## config.mk

```make
export PLATFORM = sky130hd
export DESIGN_NAME = mult_seq_ctrl_flat
export DESIGN_NICKNAME = d
export VERILOG_FILES = /design/src/rtl/mult_seq_ctrl_pkg.sv /design/src/rtl/mult_seq_ctrl_if.sv /design/src/rtl/mult_shift_add_dp.sv /design/src/rtl/mult_seq_ctrl.sv /design/src/flat_wrapper.sv
export SDC_FILE = /design/constraint.sdc
export NUM_CORES = 1
export LEC_CHECK = 0
export BUFFER_PORTS_ARGS = -buffer_cell sky130_fd_sc_hd__buf_2
export CAP_MARGIN = 40
export CORE_AREA = 3 3 127 129
export CTS_CLUSTER_DIAMETER = 60
export DETAILED_ROUTE_END_ITERATION = 6
export DIE_AREA = 0 0 130 132
export PLACE_DENSITY = 0.77
export SLEW_MARGIN = 10
export SYNTH_ARGS = -nofsm -noshare
export SYNTH_HDL_FRONTEND = slang
export SYNTH_SLANG_ARGS = --single-unit
```

## constraint.sdc

```tcl
create_clock -name CLK -period 5.7 [get_ports CLK]
set_input_delay 0.57 -clock CLK [delete_from_list [all_inputs] [get_ports CLK]]
set_output_delay 0.57 -clock CLK [all_outputs]
set_load 0.1 [all_outputs]
```

## src/rtl/mult_seq_ctrl_pkg.sv

```systemverilog
// Shared types and constants for the iterative shift-add multiplier.
// Holds the controller state encoding and the default datapath widths.
package mult_seq_ctrl_pkg;

    localparam int WIDTH  = 32;
    localparam int CNT_W  = 5;
    localparam int PROD_W = 2 * WIDTH;

    typedef enum logic [1:0] {
        ST_IDLE = 2'b00,
        ST_RUN  = 2'b01,
        ST_FIX  = 2'b10,
        ST_DONE = 2'b11
    } state_t;

    // BUSY covers every state in which HI/LO hold intermediate values.
    function automatic logic is_busy(input state_t s);
        return (s == ST_RUN) || (s == ST_FIX);
    endfunction

endpackage

```

## src/rtl/mult_seq_ctrl_if.sv

```systemverilog
// Request/result bundle between the execute stage and the multiplier.
// The requester drives operands and START; the multiplier returns status and product.
interface mult_seq_ctrl_if #(
    parameter int WIDTH = 32
);
    logic             START;
    logic             SIGNED;
    logic [WIDTH-1:0] OP_A;
    logic [WIDTH-1:0] OP_B;
    logic             BUSY;
    logic             DONE;
    logic [WIDTH-1:0] HI;
    logic [WIDTH-1:0] LO;

    modport master (
        output START, SIGNED, OP_A, OP_B,
        input  BUSY, DONE, HI, LO
    );

    modport slave (
        input  START, SIGNED, OP_A, OP_B,
        output BUSY, DONE, HI, LO
    );
endinterface

```

## src/rtl/mult_shift_add_dp.sv

```systemverilog
// Shift-add datapath: multiplicand, HI/LO product registers, 33-bit adder,
// one-bit right shifter and 64-bit negator, sequenced by load/step/negate strobes.
module mult_shift_add_dp
    import mult_seq_ctrl_pkg::*;
#(
    parameter int WIDTH = mult_seq_ctrl_pkg::WIDTH
) (
    input  logic             clk,
    input  logic             rst,
    input  logic             load,
    input  logic             step,
    input  logic             negate,
    input  logic             signed_op,
    input  logic [WIDTH-1:0] op_a,
    input  logic [WIDTH-1:0] op_b,
    output logic [WIDTH-1:0] hi,
    output logic [WIDTH-1:0] lo
);

    logic [WIDTH-1:0]   mc_q, mc_d;
    logic [WIDTH-1:0]   hi_q, hi_d;
    logic [WIDTH-1:0]   lo_q, lo_d;
    logic [WIDTH-1:0]   mag_a, mag_b;
    logic [WIDTH:0]     sum;
    logic [2*WIDTH-1:0] prod_neg;

    // The most-negative operand maps onto itself, which reads correctly as unsigned.
    always_comb begin
        mag_a = (signed_op && op_a[WIDTH-1]) ? (~op_a + WIDTH'(1)) : op_a;
        mag_b = (signed_op && op_b[WIDTH-1]) ? (~op_b + WIDTH'(1)) : op_b;
    end

    // The adder carry is shifted straight into the HI MSB, so it needs no separate flop.
    always_comb begin
        sum      = {1'b0, hi_q} + {1'b0, (lo_q[0] ? mc_q : '0)};
        prod_neg = ~{hi_q, lo_q} + (2*WIDTH)'(1);
        mc_d     = mc_q;
        hi_d     = hi_q;
        lo_d     = lo_q;
        if (load) begin
            mc_d = mag_a;
            hi_d = '0;
            lo_d = mag_b;
        end else if (step) begin
            {hi_d, lo_d} = {sum, lo_q[WIDTH-1:1]};
        end else if (negate) begin
            {hi_d, lo_d} = prod_neg;
        end
    end

    always_ff @(posedge clk) begin
        if (rst) begin
            mc_q <= '0;
            hi_q <= '0;
            lo_q <= '0;
        end else begin
            mc_q <= mc_d;
            hi_q <= hi_d;
            lo_q <= lo_d;
        end
    end

    assign hi = hi_q;
    assign lo = lo_q;

endmodule

```

## src/rtl/mult_seq_ctrl.sv

```systemverilog
// Iterative multiplier controller for MUL/MULU: one add/shift step per clock,
// then a sign fix-up, presenting the 64-bit product on HI/LO with a DONE pulse.
module mult_seq_ctrl
    import mult_seq_ctrl_pkg::*;
#(
    parameter int WIDTH = mult_seq_ctrl_pkg::WIDTH,
    parameter int CNT_W = mult_seq_ctrl_pkg::CNT_W
) (
    input  logic           CLK,
    input  logic           RESET,
    mult_seq_ctrl_if.slave bus
);

    state_t           state_q, state_d;
    logic [CNT_W-1:0] cnt_q, cnt_d;
    logic             neg_q, neg_d;
    logic             busy_q, busy_d;
    logic             done_q, done_d;
    logic             load, step, negate;
    logic [WIDTH-1:0] hi, lo;

    always_comb begin
        state_d = state_q;
        cnt_d   = cnt_q;
        neg_d   = neg_q;
        load    = 1'b0;
        step    = 1'b0;
        negate  = 1'b0;
        unique case (state_q)
            ST_IDLE, ST_DONE: begin
                if (bus.START) begin
                    state_d = ST_RUN;
                    load    = 1'b1;
                    cnt_d   = '0;
                    neg_d   = bus.SIGNED & (bus.OP_A[WIDTH-1] ^ bus.OP_B[WIDTH-1]);
                end else begin
                    state_d = ST_IDLE;
                end
            end
            ST_RUN: begin
                step  = 1'b1;
                cnt_d = cnt_q + CNT_W'(1);
                if (cnt_q == CNT_W'(WIDTH - 1)) begin
                    state_d = ST_FIX;
                end
            end
            ST_FIX: begin
                negate  = neg_q;
                state_d = ST_DONE;
            end
            default: state_d = ST_IDLE;
        endcase
        // Status is derived from the next state so BUSY/DONE come straight from flops.
        busy_d = is_busy(state_d);
        done_d = (state_d == ST_DONE);
    end

    always_ff @(posedge CLK) begin
        if (RESET) begin
            state_q <= ST_IDLE;
            cnt_q   <= '0;
            neg_q   <= 1'b0;
            busy_q  <= 1'b0;
            done_q  <= 1'b0;
        end else begin
            state_q <= state_d;
            cnt_q   <= cnt_d;
            neg_q   <= neg_d;
            busy_q  <= busy_d;
            done_q  <= done_d;
        end
    end

    // The datapath must see RESET too so an aborted product is cleared.
    mult_shift_add_dp #(
        .WIDTH (WIDTH)
    ) u_dp (
        .clk       (CLK),
        .rst       (RESET),
        .load      (load),
        .step      (step),
        .negate    (negate),
        .signed_op (bus.SIGNED),
        .op_a      (bus.OP_A),
        .op_b      (bus.OP_B),
        .hi        (hi),
        .lo        (lo)
    );

    assign bus.BUSY = busy_q;
    assign bus.DONE = done_q;
    assign bus.HI   = hi;
    assign bus.LO   = lo;

endmodule

```

## src/flat_wrapper.sv

```systemverilog
// flat-port wrapper written by rule: the top's interface ports become plain ports
module mult_seq_ctrl_flat import mult_seq_ctrl_pkg::*;
#(
    parameter int WIDTH = mult_seq_ctrl_pkg::WIDTH,
    parameter int CNT_W = mult_seq_ctrl_pkg::CNT_W
)
  (CLK, RESET, bus_START, bus_SIGNED, bus_OP_A, bus_OP_B, bus_BUSY, bus_DONE, bus_HI, bus_LO);
  mult_seq_ctrl_if #(.WIDTH(WIDTH)) bus_i ();
  input  logic CLK;
  input  logic RESET;
  input wire logic [$bits(bus_i.START)-1:0] bus_START;
  input wire logic [$bits(bus_i.SIGNED)-1:0] bus_SIGNED;
  input wire logic [$bits(bus_i.OP_A)-1:0] bus_OP_A;
  input wire logic [$bits(bus_i.OP_B)-1:0] bus_OP_B;
  output wire logic [$bits(bus_i.BUSY)-1:0] bus_BUSY;
  output wire logic [$bits(bus_i.DONE)-1:0] bus_DONE;
  output wire logic [$bits(bus_i.HI)-1:0] bus_HI;
  output wire logic [$bits(bus_i.LO)-1:0] bus_LO;
  assign bus_i.START = bus_START;
  assign bus_i.SIGNED = bus_SIGNED;
  assign bus_i.OP_A = bus_OP_A;
  assign bus_i.OP_B = bus_OP_B;
  assign bus_BUSY = bus_i.BUSY;
  assign bus_DONE = bus_i.DONE;
  assign bus_HI = bus_i.HI;
  assign bus_LO = bus_i.LO;
  mult_seq_ctrl #(.WIDTH(WIDTH), .CNT_W(CNT_W)) u_core (.CLK(CLK), .RESET(RESET), .bus(bus_i));
endmodule
```

==> out/summary.txt <==
CP Buf/Inv Count -> 0
post-DP HPWL -> 17,450 um
antenna violations before repair -> 0
EDFF count, synth -> 0
Async SR Flop Fraction -> 0%
critical-path cell list -> and2_1 > ha_1 > fa_1 > a211oi_1 > o21bai_1 > o21a_1 > a311o_1 > a211o_1 > a21oi_1 > o311ai_1 > xnor2_1 > o22ai_1
Worst Tran Pin Value -> 0.9160 ns
crit-path max cell delay -> 0.58 ns
Reg-to-Reg Start -> u_core.u_dp.lo[0]
RSZ-0062 raised after global routing -> no
outcome -> finished clean
top cell type by total area after synthesis -> dfxtp_1
Vias/cell -> 5.932
yosys warns -> 0
WP data required -> 5.93 ns
NumNets Final -> 1,296
initial core utilization -> 54.64%
Final Skew -> 0.01199 ns
number of routed nets with antenna violations -> 0
r2r endpoint -> u_core.u_dp.hi[19]
first-pass GRT wire length -> 37,120 um
Setup CP Type -> flop to flop
Tmin final -> 3.669 ns
number of global-route vias before repair -> 7,087
GRT Residual Overflow -> 0
dpl cells -> 1,364
post-route setup TNS -> 0 ns
Cells on Worst Hold Path -> 2
routed wire length -> 22,900 um
synthesis-to-layout area growth -> 13.18%
Max Fclk -> 0.2726 GHz
Yosys reg bits -> 106
CTS tree -> yes
Initial DRT Pass Iterations -> 5
io pins -> 134
sequential area share after synthesis -> 25.64%
ys flop type -> dfxtp_1
clk_lat worst skew -> 0.36 ns
Resize count post-CTS -> 0
R2R depth -> 12
die area -> 17,160 um2
Placed Area -> 9026 um2
htree depth -> 3
Synth area leaders -> dfxtp_1, xor2_1, xnor2_1
Routed wire per std cell -> 16.60 um
CP top delay family -> compound AO/OA/AOI/OAI gates
crit path max fanout -> 37
Post-Layout Cell Count -> 1,379
clk sinks -> 106
gpl congestion -> 0.9296
largest net degree at the start of global routing -> 65
final setup fails -> 0
layout cell share with drive strength beyond 1 -> 14.95%
IO Port Bufs -> 133
Critical path origin -> u_core.u_dp.lo[0]
Avg Inst Size Synth -> 7.571 um2
cell count after synthesis -> 1,093
slowest cell on the critical path -> dfxtp_1
VDD IR max -> 0.1593 mV
Setup Buffers After CTS -> 0
Post-Syn Area -> 8275 um2
total power -> 2.246 mW
period utilization -> 64.37%
Chip Width -> 130 um
Power Density -> 239.8 nW/um2
core area -> 15,150 um2
Worst Path Arrival -> 3.90 ns
r2r setup slk -> 2.03 ns
synth unique cells -> 68
DRC Markers -> 0
Clock Pin Slew Worst Setup and Hold Paths -> 0.08 ns
CP Launch Type -> flop
hold endpoint -> u_core.u_dp.mc_q[31]
source of the worst hold timing path -> u_core.u_dp.mc_q[31]
DR vias -> 8,180
root buf cell -> clkbuf_16
syn nets -> 1,202
Antenna Cells -> 0
gr usage total -> 26.41%
CTS max path bufs -> 2
final non-filler cell area -> 9366 um2
number of fill cells -> 1,371
LEAKAGE -> 3.856 nW
endpoints failing hold -> 0
Max-Cap Viols -> 0
row count -> 45
Hold Crit Class -> flop to flop
DIE HEIGHT -> 132 um
Max Slew Vio Count -> 0
crit end category -> flop
post-synth top area share -> 25.64%
Slew Limit Headroom -> 38.93%
Iter 0 DRT Violations -> 838
hold_buf cts -> 0
Finished Core Util -> 61.84%
CTS Buf Count -> 9
-- power breakdown --
group | switching (mW) | leakage, nW | internal [mW]
Combinational | 0.477 | 2.82 | 0.185
Clock | 0.297 | 0.162 | 0.430
Sequential | 0.0656 | 0.870 | 0.791
-- cell type report --
type,instances,area [um2],share of cell area [%]
clock buffers,9,225.2,2.404
flip-flops and latches,106,2122,22.66
inverters,24,90.09,0.9618
repair buffers,140,725.7,7.748
multi-input cells,906,5853,62.49
clock inverters,6,115.1,1.229
well taps,188,235.2,2.511
-- per-stage QoR --
stage	setup slack, ns	hold WS [ns]
global route	1.745	0.4866
global placement	2.085	0.4414
detailed placement	2.021	0.4552
finish	2.031	0.4620
floorplan	2.060	0.4317
CTS	2.012	0.4671
-- worst max path at each step --
stage | cells after the start | slack [ns] | end
2_1_floorplan | 11 | 2.06 | u_core.u_dp.hi[19]
3_3_place_gp | 12 | 2.08 | u_core.u_dp.hi[19]
3_5_place_dp | 12 | 2.02 | u_core.u_dp.hi[19]
4_1_cts | 12 | 2.01 | u_core.u_dp.hi[19]
5_1_grt | 12 | 1.74 | u_core.u_dp.hi[19]
6_report | 12 | 2.03 | u_core.u_dp.hi[19]
-- synthesized netlist by cell type (all sizes together), types with 10 or more instances --
cell type,count
a21oi,101
nor4,13
or3,15
and2,41
a31oi,10
nand3,19
a211oi,70
buf,10
o21ai,63
nor2,144
nor3,23
ha,40
inv,24
dfxtp,106
clkbuf,47
o41ai,10
xnor2,69
xor2,72
o31ai,18
or4,11
nand2,86
-- cells in the final DEF, fill, tap and decap left out, drive strengths merged, types with 3 or more instances in the layout --
cell,count
nor3,23
ha,40
and2,41
clkbuf,9
xnor2,69
a31oi,10
a21o,8
o21ai,63
buf,140
a21oi,101
or3,15
nor3b,4
dfxtp,106
nor4,13
o21a,5
o21bai,4
a311oi,8
or2,3
o31ai,18
nand3,19
nor2,144
nand2b,6
inv,25
o41ai,10
o211ai,5
nand2,86
xor2,72
and4,3
o22ai,8
bufinv,3
nor2b,8
or4,11
a211oi,70
mux2i,3
and3,8
-- registers in the layout, indices dropped and copies added (netlist names) --
signal,count
u_core.neg_q,1
u_core.u_dp.hi,32
u_core.bus.BUSY,1
u_core.u_dp.mc_q,32
u_core.state_q,2
u_core.u_dp.lo,32
u_core.bus.DONE,1
u_core.cnt_q,5
-- metal layers --
metal / global-route usage [%] / vias up / share of wire (%)
met2: 37.79 / 291 / 41
met3: 3.606 / 13 / 8.4
met1: 42.05 / 3748 / 49
met4: 5.023 / 0 / 0.93
met5: 0 / - / 0
li1: - / 4128 / -
-- worst reg2reg max path: stages, from the launching register on --
cell	delay (ns)
dfxtp_1	0.58
and2_1	0.31
ha_1	0.21
fa_1	0.42
a211oi_1	0.25
o21bai_1	0.15
o21a_1	0.23
a311o_1	0.41
a211o_1	0.30
a21oi_1	0.28
o311ai_1	0.16
xnor2_1	0.15
o22ai_1	0.10
-- logic make-up (layout without fill, tap and decap cells) --
| kind of cell | after synthesis | count (layout) | synth area share, % |
|---|---|---|---|
| multiplexers | 3 | 3 | 0.3629 |
| AND/OR/NAND/NOR | 393 | 393 | 23.65 |
| adder cells (fa/ha/maj) | 41 | 41 | 6.290 |
| AO/OA/AOI/OAI | 328 | 328 | 25.34 |
| buffers and inverters | 81 | 179 | 3.795 |
| flip-flops | 106 | 106 | 25.64 |
| XOR/XNOR | 141 | 141 | 14.92 |
(Power assumes the default switching activity.)
